File: config.mk
export PLATFORM = sky130hd
export DESIGN_NAME = zx_ram_arbiter_flat
export DESIGN_NICKNAME = d
export VERILOG_FILES = /design/src/rtl/zx_ram_arbiter_if.sv /design/src/rtl/zx_ram_arbiter.sv /design/src/flat_wrapper.sv
export SDC_FILE = /design/constraint.sdc
export NUM_CORES = 1
export LEC_CHECK = 0
export BUFFER_PORTS_ARGS = -buffer_cell sky130_fd_sc_hd__buf_2
export CORE_UTILIZATION = 45
export CTS_CLUSTER_SIZE = 30
export DETAILED_ROUTE_END_ITERATION = 8
export PLACE_DENSITY = 0.79
export SLEW_MARGIN = 20
export SYNTH_ARGS = -nofsm -noshare
export SYNTH_HDL_FRONTEND = slang
export SYNTH_SLANG_ARGS = --single-unit
File: constraint.sdc
create_clock -name clk_sys -period 1.9 [get_ports clk_sys]
set_input_delay 0.095 -clock clk_sys [delete_from_list [all_inputs] [get_ports clk_sys]]
set_output_delay 0.095 -clock clk_sys [all_outputs]
set_load 0.02 [all_outputs]
File: src/rtl/zx_ram_arbiter_if.sv
// Bus bundle between the CPU/video fetch path, the tape DMA writer, the arbiter and the SDRAM block.
// The arbiter takes the slave view; the surrounding system (requesters and memory) takes the master view.
interface zx_ram_arbiter_if #(
    parameter int AW = 16
) ();
    logic          cpu_req;
    logic          cpu_we;
    logic [AW-1:0] cpu_addr;
    logic [7:0]    cpu_din;
    logic [7:0]    cpu_dout;
    logic          cpu_ack;
    logic          dma_req;
    logic [AW-1:0] dma_addr;
    logic [7:0]    dma_din;
    logic          dma_ack;
    logic          mem_rd;
    logic          mem_we;
    logic [AW-1:0] mem_addr;
    logic [7:0]    mem_din;
    logic [7:0]    mem_dout;
    logic          mem_ready;

    modport slave (
        input  cpu_req, cpu_we, cpu_addr, cpu_din,
        output cpu_dout, cpu_ack,
        input  dma_req, dma_addr, dma_din,
        output dma_ack,
        output mem_rd, mem_we, mem_addr, mem_din,
        input  mem_dout, mem_ready
    );

    modport master (
        output cpu_req, cpu_we, cpu_addr, cpu_din,
        input  cpu_dout, cpu_ack,
        output dma_req, dma_addr, dma_din,
        input  dma_ack,
        input  mem_rd, mem_we, mem_addr, mem_din,
        output mem_dout, mem_ready
    );
endinterface

File: src/rtl/zx_ram_arbiter.sv
// Sequenced, handshaked grant of the single SDRAM port between the CPU/video path and the tape DMA writer.
// Define ARB_RDCACHE_EN to add a one-entry CPU read buffer that short-circuits repeated reads.
module zx_ram_arbiter #(
    parameter int AW           = 16,
    parameter int STARVE_LIMIT = 8
) (
    input  logic            clk_sys,
    input  logic            reset,
    zx_ram_arbiter_if.slave bus,
    output logic            grant_dma,
    output logic            busy
);
    localparam int            SW         = $clog2(STARVE_LIMIT + 1);
    localparam logic [SW-1:0] STARVE_MAX = SW'(STARVE_LIMIT);
    localparam logic [SW-1:0] STARVE_ONE = SW'(1);

    typedef enum logic [2:0] {
        IDLE     = 3'd0,
        CPU_CMD  = 3'd1,
        CPU_WAIT = 3'd2,
        DMA_CMD  = 3'd3,
        DMA_WAIT = 3'd4,
        CPU_HIT  = 3'd5,
        ACK      = 3'd6
    } state_t;

    state_t        state_r, state_s;
    logic          mem_rd_r, mem_rd_s;
    logic          mem_we_r, mem_we_s;
    logic [AW-1:0] mem_addr_r, mem_addr_s;
    logic [7:0]    mem_din_r, mem_din_s;
    logic [7:0]    cpu_dout_r, cpu_dout_s;
    logic          cpu_ack_r, cpu_ack_s;
    logic          dma_ack_r, dma_ack_s;
    logic          grant_dma_r, grant_dma_s;
    logic          busy_r, busy_s;
    logic          cpu_rd_r, cpu_rd_s;
    logic [SW-1:0] starve_cnt_r, starve_cnt_s;
    logic          dma_win_s;
    logic          cpu_win_s;
    logic          hit_s;
    logic [7:0]    hit_data_s;

    // DMA wins when it has starved long enough or the CPU is not asking
    assign dma_win_s = (state_r == IDLE) && bus.dma_req &&
                       ((starve_cnt_r == STARVE_MAX) || !bus.cpu_req);
    assign cpu_win_s = (state_r == IDLE) && bus.cpu_req && !dma_win_s;

    // Starvation counter: counts CPU wins while DMA is waiting, saturating at the limit
    always_comb begin
        if (!bus.dma_req) begin
            starve_cnt_s = '0;
        end else if (dma_win_s) begin
            starve_cnt_s = '0;
        end else if (cpu_win_s && (starve_cnt_r != STARVE_MAX)) begin
            starve_cnt_s = starve_cnt_r + STARVE_ONE;
        end else begin
            starve_cnt_s = starve_cnt_r;
        end
    end

    // Next-state and next-output logic; every output is registered from these values
    always_comb begin
        state_s     = state_r;
        mem_rd_s    = mem_rd_r;
        mem_we_s    = mem_we_r;
        mem_addr_s  = mem_addr_r;
        mem_din_s   = mem_din_r;
        cpu_dout_s  = cpu_dout_r;
        cpu_ack_s   = 1'b0;
        dma_ack_s   = 1'b0;
        grant_dma_s = grant_dma_r;
        busy_s      = busy_r;
        cpu_rd_s    = cpu_rd_r;
        case (state_r)
            IDLE: begin
                if (dma_win_s) begin
                    state_s     = DMA_CMD;
                    mem_rd_s    = 1'b0;
                    mem_we_s    = 1'b1;
                    mem_addr_s  = bus.dma_addr;
                    mem_din_s   = bus.dma_din;
                    grant_dma_s = 1'b1;
                    busy_s      = 1'b1;
                    cpu_rd_s    = 1'b0;
                end else if (cpu_win_s && hit_s) begin
                    state_s = CPU_HIT;
                    busy_s  = 1'b1;
                end else if (cpu_win_s) begin
                    state_s    = CPU_CMD;
                    mem_rd_s   = !bus.cpu_we;
                    mem_we_s   = bus.cpu_we;
                    mem_addr_s = bus.cpu_addr;
                    mem_din_s  = bus.cpu_din;
                    busy_s     = 1'b1;
                    cpu_rd_s   = !bus.cpu_we;
                end else begin
                    state_s = IDLE;
                end
            end
            CPU_CMD, DMA_CMD: begin
                if (bus.mem_ready) begin
                    state_s  = (state_r == CPU_CMD) ? CPU_WAIT : DMA_WAIT;
                    mem_rd_s = 1'b0;
                    mem_we_s = 1'b0;
                end else begin
                    state_s = state_r;
                end
            end
            CPU_WAIT: begin
                if (bus.mem_ready) begin
                    state_s   = ACK;
                    cpu_ack_s = 1'b1;
                    if (cpu_rd_r) begin
                        cpu_dout_s = bus.mem_dout;
                    end else begin
                        cpu_dout_s = cpu_dout_r;
                    end
                end else begin
                    state_s = CPU_WAIT;
                end
            end
            DMA_WAIT: begin
                if (bus.mem_ready) begin
                    state_s     = ACK;
                    dma_ack_s   = 1'b1;
                    grant_dma_s = 1'b0;
                end else begin
                    state_s = DMA_WAIT;
                end
            end
            CPU_HIT: begin
                state_s    = ACK;
                cpu_ack_s  = 1'b1;
                cpu_dout_s = hit_data_s;
            end
            ACK: begin
                state_s = IDLE;
                busy_s  = 1'b0;
            end
            default: begin
                state_s     = IDLE;
                mem_rd_s    = 1'b0;
                mem_we_s    = 1'b0;
                grant_dma_s = 1'b0;
                busy_s      = 1'b0;
            end
        endcase
    end

    // State, starvation counter and registered outputs
    always_ff @(posedge clk_sys) begin
        if (reset) begin
            state_r      <= IDLE;
            mem_rd_r     <= 1'b0;
            mem_we_r     <= 1'b0;
            mem_addr_r   <= '0;
            mem_din_r    <= 8'h00;
            cpu_dout_r   <= 8'h00;
            cpu_ack_r    <= 1'b0;
            dma_ack_r    <= 1'b0;
            grant_dma_r  <= 1'b0;
            busy_r       <= 1'b0;
            cpu_rd_r     <= 1'b0;
            starve_cnt_r <= '0;
        end else begin
            state_r      <= state_s;
            mem_rd_r     <= mem_rd_s;
            mem_we_r     <= mem_we_s;
            mem_addr_r   <= mem_addr_s;
            mem_din_r    <= mem_din_s;
            cpu_dout_r   <= cpu_dout_s;
            cpu_ack_r    <= cpu_ack_s;
            dma_ack_r    <= dma_ack_s;
            grant_dma_r  <= grant_dma_s;
            busy_r       <= busy_s;
            cpu_rd_r     <= cpu_rd_s;
            starve_cnt_r <= starve_cnt_s;
        end
    end

`ifdef ARB_RDCACHE_EN
    logic [AW-1:0] buf_tag_r;
    logic [7:0]    buf_data_r;
    logic          buf_valid_r;

    assign hit_s      = buf_valid_r && !bus.cpu_we && (bus.cpu_addr == buf_tag_r);
    assign hit_data_s = buf_data_r;

    // Read buffer: loaded by each completed CPU read, dropped by any granted write
    always_ff @(posedge clk_sys) begin
        if (reset) begin
            buf_valid_r <= 1'b0;
            buf_tag_r   <= '0;
            buf_data_r  <= 8'h00;
        end else if (dma_win_s || (cpu_win_s && bus.cpu_we)) begin
            buf_valid_r <= 1'b0;
        end else if ((state_r == CPU_WAIT) && bus.mem_ready && cpu_rd_r) begin
            buf_valid_r <= 1'b1;
            buf_tag_r   <= mem_addr_r;
            buf_data_r  <= bus.mem_dout;
        end else begin
            buf_valid_r <= buf_valid_r;
        end
    end
`else
    assign hit_s      = 1'b0;
    assign hit_data_s = 8'h00;
`endif

    assign bus.mem_rd   = mem_rd_r;
    assign bus.mem_we   = mem_we_r;
    assign bus.mem_addr = mem_addr_r;
    assign bus.mem_din  = mem_din_r;
    assign bus.cpu_dout = cpu_dout_r;
    assign bus.cpu_ack  = cpu_ack_r;
    assign bus.dma_ack  = dma_ack_r;
    assign grant_dma    = grant_dma_r;
    assign busy         = busy_r;
endmodule

File: src/flat_wrapper.sv
// flat-port wrapper written by rule: the top's interface ports become plain ports
module zx_ram_arbiter_flat 
#(
    parameter int AW           = 16,
    parameter int STARVE_LIMIT = 8
)
  (clk_sys, reset, grant_dma, busy, bus_cpu_req, bus_cpu_we, bus_cpu_addr, bus_cpu_din, bus_cpu_dout, bus_cpu_ack, bus_dma_req, bus_dma_addr, bus_dma_din, bus_dma_ack, bus_mem_rd, bus_mem_we, bus_mem_addr, bus_mem_din, bus_mem_dout, bus_mem_ready);
  zx_ram_arbiter_if #(.AW(AW)) bus_i ();
  input  logic clk_sys;
  input  logic reset;
  output logic grant_dma;
  output logic busy;
  input wire logic [$bits(bus_i.cpu_req)-1:0] bus_cpu_req;
  input wire logic [$bits(bus_i.cpu_we)-1:0] bus_cpu_we;
  input wire logic [$bits(bus_i.cpu_addr)-1:0] bus_cpu_addr;
  input wire logic [$bits(bus_i.cpu_din)-1:0] bus_cpu_din;
  output wire logic [$bits(bus_i.cpu_dout)-1:0] bus_cpu_dout;
  output wire logic [$bits(bus_i.cpu_ack)-1:0] bus_cpu_ack;
  input wire logic [$bits(bus_i.dma_req)-1:0] bus_dma_req;
  input wire logic [$bits(bus_i.dma_addr)-1:0] bus_dma_addr;
  input wire logic [$bits(bus_i.dma_din)-1:0] bus_dma_din;
  output wire logic [$bits(bus_i.dma_ack)-1:0] bus_dma_ack;
  output wire logic [$bits(bus_i.mem_rd)-1:0] bus_mem_rd;
  output wire logic [$bits(bus_i.mem_we)-1:0] bus_mem_we;
  output wire logic [$bits(bus_i.mem_addr)-1:0] bus_mem_addr;
  output wire logic [$bits(bus_i.mem_din)-1:0] bus_mem_din;
  input wire logic [$bits(bus_i.mem_dout)-1:0] bus_mem_dout;
  input wire logic [$bits(bus_i.mem_ready)-1:0] bus_mem_ready;
  assign bus_i.cpu_req = bus_cpu_req;
  assign bus_i.cpu_we = bus_cpu_we;
  assign bus_i.cpu_addr = bus_cpu_addr;
  assign bus_i.cpu_din = bus_cpu_din;
  assign bus_cpu_dout = bus_i.cpu_dout;
  assign bus_cpu_ack = bus_i.cpu_ack;
  assign bus_i.dma_req = bus_dma_req;
  assign bus_i.dma_addr = bus_dma_addr;
  assign bus_i.dma_din = bus_dma_din;
  assign bus_dma_ack = bus_i.dma_ack;
  assign bus_mem_rd = bus_i.mem_rd;
  assign bus_mem_we = bus_i.mem_we;
  assign bus_mem_addr = bus_i.mem_addr;
  assign bus_mem_din = bus_i.mem_din;
  assign bus_i.mem_dout = bus_mem_dout;
  assign bus_i.mem_ready = bus_mem_ready;
  zx_ram_arbiter #(.AW(AW), .STARVE_LIMIT(STARVE_LIMIT)) u_core (.clk_sys(clk_sys), .reset(reset), .bus(bus_i), .grant_dma(grant_dma), .busy(busy));
endmodule
==> run metrics, run 1 <==
outcome=finished, final reports clean; RSZ-0062 raised after global routing=false; PostCTS Resize Cnt=0; hold slack=0.0300 ns; most common library cell in the layout ignoring fill and taps=buf_2; GR Util All Layers=22.4%; Yosys reg bits=46; clock period minus worst slack=1.71 ns; sequential share of the synthesized area=45.7%; Post-Route WL=4950 um; deepest clock path buffer count=2; ANT nets after route=0; distinct cell type count after synthesis=35; placed instance count=385; Post-CTS Hold Buffers=0; Syn Std Cell Area=2020 sq um; Final setup violation count=0; fmax=0.586 GHz; Synth-to-Final Area Change=30.0%; largest net degree at the start of global routing=26; Worst Path Arrival=1.93 ns; I/O pins=100; crit end category=register; Clk pin slew, worst setup/hold paths=0.08 ns; Final Max Tran Viols=0; setup tns final=0 ns; initial core utilization=48.6%; die area=4750 sq um; leakage=1.31 nW; synthesized instance count=250; Skew-Pair Late Insertion Delay=0.29 ns; Iter 0 DRT Violations=136; critical path class=reg -> reg; via total after detailed routing=2075; GRT Residual Overflow=0; drt drc=0; post-synthesis average cell area=8.06 sq um; Net Count, Synth=314; Max FO, Critical Path=24; Synth Warn #=0; Cell Pwr Density=952 nW/um^2; Fin. Hold Viols=0; Chip Width=68.9 um; drt first pass iters=4; commonest non-fill, non-tap cells in the layout=99 x buf_2, 59 x a21oi_1, 46 x dfxtp_1; Post-CTS Setup Inserts=0; core area=4140 sq um; Final Skew=0.00968 ns; Hold Path Class=in -> reg; Setup crit start kind=register; routed len/inst=12.6 um; Placer Congestion=0.878; clk sink count=46; H-tree depth=2; Final nets=406; maximum vdd drop=0.532 mV; non-filler cells, final=392; Relative slew margins=63.9%; vias per inst=5.29; antenna violations before repair=0; Fillers=383; worst slew pin tran=0.540 ns; Tcrit/Tclk final=89.9%; Post-DP HPWL=3500 um; layout cell share with drive strength beyond 1=34.5%; # Max-Cap Violations=0; first-pass GRT wire length=8000 um; ant diodes=0; vias in the first global route=1863; IO buf count=99; CTS tree=yes; worst endpoint required time=2.12 ns; clk root buf=clkbuf_8; # rows=23; Die Height=68.9 um; Num CTS Buffers=5
==> through the flow <==
step | util (%) | power [mW] | instance area (sq um) | setup WS [ns]
5_1_grt | 63.3 | 2.65 | 2620 | 0.0410
3_3_place_gp | 61.3 | 1.94 | 2540 | 0.256
6_report | 63.3 | 2.50 | 2620 | 0.193
4_1_cts | 63.3 | 2.52 | 2620 | 0.177
2_1_floorplan | - | 1.70 | 2020 | 0.379
3_5_place_dp | 61.3 | 1.95 | 2540 | 0.203
==> flip-flops by register name, summed over array words and instances, names as in the netlist <==
register and count:
u_core.grant_dma 1, u_core.bus.dma_ack 1, u_core.bus.cpu_dout 8, u_core.state_r 3
u_core.busy 1, u_core.starve_cnt_r 4, u_core.bus.mem_we 1, u_core.bus.mem_rd 1
u_core.bus.mem_din 8, u_core.cpu_rd_r 1, u_core.bus.cpu_ack 1, u_core.bus.mem_addr 16
==> area by class of cell <==
cell class | instances | area [sq um] | area share [%]
Clock buffer | 6 | 72.6 | 2.77
Multi-Input combinational cell | 180 | 977 | 37.3
Inverter | 4 | 15.0 | 0.573
Clock inverter | 1 | 7.51 | 0.286
Sequential cell | 46 | 921 | 35.1
Timing Repair Buffer | 105 | 566 | 21.6
Tap cell | 50 | 62.6 | 2.39
==> synth_stat cells, drive strengths merged <==
| cell type | count | area, sq um |
|---|---|---|
| nand4 | 1 | 6.26 |
| or3b | 1 | 8.76 |
| a31o | 2 | 17.5 |
| nor3 | 3 | 20.0 |
| or3 | 1 | 6.26 |
| nand4b | 3 | 26.3 |
| nand3 | 3 | 15.0 |
| dfxtp | 46 | 921 |
| mux2i | 8 | 80.1 |
| o311a | 1 | 10.0 |
| and2 | 1 | 6.26 |
| nor2 | 14 | 68.8 |
| nor4 | 1 | 6.26 |
| nor2b | 3 | 18.8 |
| buf | 13 | 78.8 |
| ha | 2 | 25.0 |
| nand2b | 3 | 18.8 |
| a31oi | 1 | 6.26 |
| o22ai | 1 | 6.26 |
| a32oi | 1 | 8.76 |
| inv | 4 | 15.0 |
| o31a | 1 | 8.76 |
| o32ai | 1 | 8.76 |
| o21ai | 29 | 149 |
| nand2 | 38 | 143 |
| clkbuf | 7 | 26.3 |
| nand3b | 2 | 15.0 |
| a21oi | 59 | 295 |
==> worst max-delay path, stage by stage (launching register included) <==
cell	delay, ns
dfxtp_1	0.43
or3_1	0.58
nor2_8	0.36
o21ai_0	0.12
a21oi_1	0.14
==> worst paths after layout <==
check	end	cells past startpoint	from	slack, ns
hold reg to reg	u_core.busy	2	u_core.busy	0.46
setup / recovery	u_core.bus.mem_addr[2]	4	u_core.state_r[2]	0.19
hold / removal	u_core.bus.mem_addr[7]	3	bus_cpu_addr[7]	0.03
setup reg to reg	u_core.bus.mem_addr[2]	4	u_core.state_r[2]	0.19
==> routing by layer <==
layer | global-route usage (%) | part of all wire [%] | vias to the layer above
li1 | - | - | 1051
met1 | 27.0 | 46 | 947
met2 | 38.2 | 47 | 71
met3 | 7.40 | 6.1 | 6
met4 | 5.61 | 1.1 | 0
met5 | 0 | 0 | -
==> logic make-up after synthesis <==
logic type                 Yosys count  synth area share [%]
and+or+nand+nor                     74                  17.8
buffers and inverters               24                  5.96
DFF                                 46                  45.7
AOI/OAI and AO/OA                   96                  25.3
muxes                                8                  3.97
adders and majority gates            2                  1.24
==> power breakdown <==
| part | internal, mW | switching, mW | leakage, nW | total, mW |
|---|---|---|---|---|
| Sequential | 1.09 | 0.0805 | 0.378 | 1.17 |
| Clock | 0.253 | 0.309 | 0.0373 | 0.562 |
| Combinational | 0.299 | 0.468 | 0.891 | 0.767 |
| Total | 1.64 | 0.858 | 1.31 | 2.50 |
Power figures use the tool's default switching activity.
==> inputs of run 2 (changes only) <==
Settings changed: REMOVE_ABC_BUFFERS set to 1.
==> run 2 against run 1 <==
Net effect: global-route usage up 0.44 points; fmax grew 8.7%; sequential cell count did not move; total power increased by 6.8%; cell area is 1.8% higher; largest power group unchanged.
==> run metrics, run 2 (same netlist as run 1, synthesis figures left out) <==
commonest non-fill, non-tap cells in the layout=99 x buf_2, 59 x a21oi_1, 46 x dfxtp_1 (unchanged); Synth-to-Final Area Change=32.4% (was 30.0%); via total after detailed routing=2093 (was 2075); Worst Path Arrival=1.80 ns (was 1.93 ns); IO buf count=99 (unchanged); die area=4750 sq um (unchanged); drt drc=0 (unchanged); Chip Width=68.9 um (unchanged); Tcrit/Tclk final=82.7% (was 89.9%); Largest register FFs=16 (unchanged); logic gate share of total power=29.7% (was 30.7%); setup tns final=0 ns (unchanged); Fin. Hold Viols=0 (unchanged); Post-Route WL=5090 um (was 4950 um); leakage=1.33 nW (was 1.31 nW); outcome=finished, final reports clean (unchanged); vias per inst=5.27 (was 5.29); PostCTS Resize Cnt=0 (unchanged); core area=4140 sq um (unchanged); deepest clock path buffer count=2 (unchanged); critical path class=reg -> reg (unchanged); max incr delay on CP=0.38 ns (was 0.58 ns); Hold Path Class=in -> reg (unchanged); Flop pwr share=43.1% (was 46.8%); Post-CTS Setup Inserts=0 (unchanged); Post-CTS Hold Buffers=0 (unchanged); clk sink count=46 (unchanged); Setup crit start kind=register (unchanged); hold slack=0.0156 ns (was 0.0300 ns); Final Max Tran Viols=0 (unchanged); clock period minus worst slack=1.57 ns (was 1.71 ns); worst endpoint required time=2.13 ns (was 2.12 ns); I/O pins=100 (unchanged); Num CTS Buffers=5 (unchanged); Skew-Pair Late Insertion Delay=0.31 ns (was 0.29 ns); Internal Power=1.78 mW (was 1.64 mW); CP cell instances=inv_1 -> ha_1 -> nand4b_1 -> nor2b_2 -> buf_4 -> nand2_1 -> a21oi_1 (was or3_1 -> nor2_8 -> o21ai_0 -> a21oi_1); most common library cell in the layout ignoring fill and taps=buf_2 (unchanged); Post-DP HPWL=3690 um (was 3500 um); clock power share=27.3% (was 22.5%); GR Util All Layers=22.9% (was 22.4%); ant diodes=0 (unchanged); RSZ-0062 raised after global routing=false (unchanged); drt first pass iters=6 (was 4); sw frac=33.2% (was 34.4%); # Max-Cap Violations=0 (unchanged); Relative slew margins=64.9% (was 63.9%); routed len/inst=12.8 um (was 12.6 um); Iter 0 DRT Violations=96 (was 136); total power=2.67 mW (was 2.50 mW); Final setup violation count=0 (unchanged); Die Height=68.9 um (unchanged); Placer Congestion=0.846 (was 0.878); initial core utilization=48.6% (unchanged); Max FO, Critical Path=12 (was 24); H-tree depth=2 (unchanged); Net Switching=0.885 mW (was 0.858 mW); layout cell share with drive strength beyond 1=35.4% (was 34.5%); first-pass GRT wire length=8050 um (was 8000 um); CTS tree=yes (unchanged); Final Skew=0.0109 ns (was 0.00968 ns); crit end category=register (unchanged); fmax=0.636 GHz (was 0.586 GHz); Finished Core Util=64.4% (was 63.3%); maximum vdd drop=0.486 mV (was 0.532 mV); clk root buf=clkbuf_8 (unchanged); antenna violations before repair=0 (unchanged); largest net degree at the start of global routing=26 (unchanged); ANT nets after route=0 (unchanged); # rows=23 (unchanged); Clk pin slew, worst setup/hold paths=0.09 ns (was 0.08 ns); Cell Pwr Density=999 nW/um^2 (was 952 nW/um^2); Worst path slowest cell=dfxtp_1 (was or3_1); worst slew pin tran=0.525 ns (was 0.540 ns); vias in the first global route=1852 (was 1863); Final nets=410 (was 406); GRT Residual Overflow=0 (unchanged)
run 2: final timing paths:
kind,from,cells after the start,slack (ns),end
hold / removal,bus_cpu_addr[6],3,0.02,u_core.bus.mem_addr[6]
setup reg to reg,u_core.starve_cnt_r[0],7,0.33,u_core.bus.mem_din[6]
setup / recovery,u_core.starve_cnt_r[0],7,0.33,u_core.bus.mem_din[6]
hold reg to reg,u_core.busy,2,0.46,u_core.busy
run 2: final cells by class:
cell class	instances	area (sq um)
clock buffers	6	72.6
clock inverters	2	37.5
fillers	382	1480
inverters	4	15.0
multi-input cells	180	977
flip-flops and latches	46	921
well taps	50	62.6
repair buffers	109	583
run 2: power by group through the flow:
stage	clock network (mW)	registers, mW	logic, mW
after floorplan	0	1.32	0.325
after detailed placement	0	1.17	0.796
after CTS	0.739	1.15	0.796
final	0.727	1.15	0.791
after global routing	0.788	1.16	0.881
after global placement	0	1.17	0.781
run 2: per-stage QoR:
step	area, sq um	instances	setup WS [ns]
floorplan	1910	230	-0.244
global placement	2560	389	0.397
detailed placement	2560	389	0.287
CTS	2670	397	0.325
global route	2670	397	0.156
finish	2670	397	0.329
run 2: critical path, delay by kind of cell, from the launching register on:
kind / cells / cell delay (ns)
buffers and inverters: 2 / 0.31
flip-flops: 1 / 0.38
adder cells (fa/ha/maj): 1 / 0.21
AO/OA/AOI/OAI: 1 / 0.13
AND/OR/NAND/NOR: 3 / 0.47
run 2: layer usage:
metal  vias to the layer above  wire [um]  track usage [%]
li1                       1064          -                -
met1                       947       2320             27.7
met2                        76       2330             37.1
met3                         6        388             7.73
met4                         0         61             8.93
met5                         -          0                0
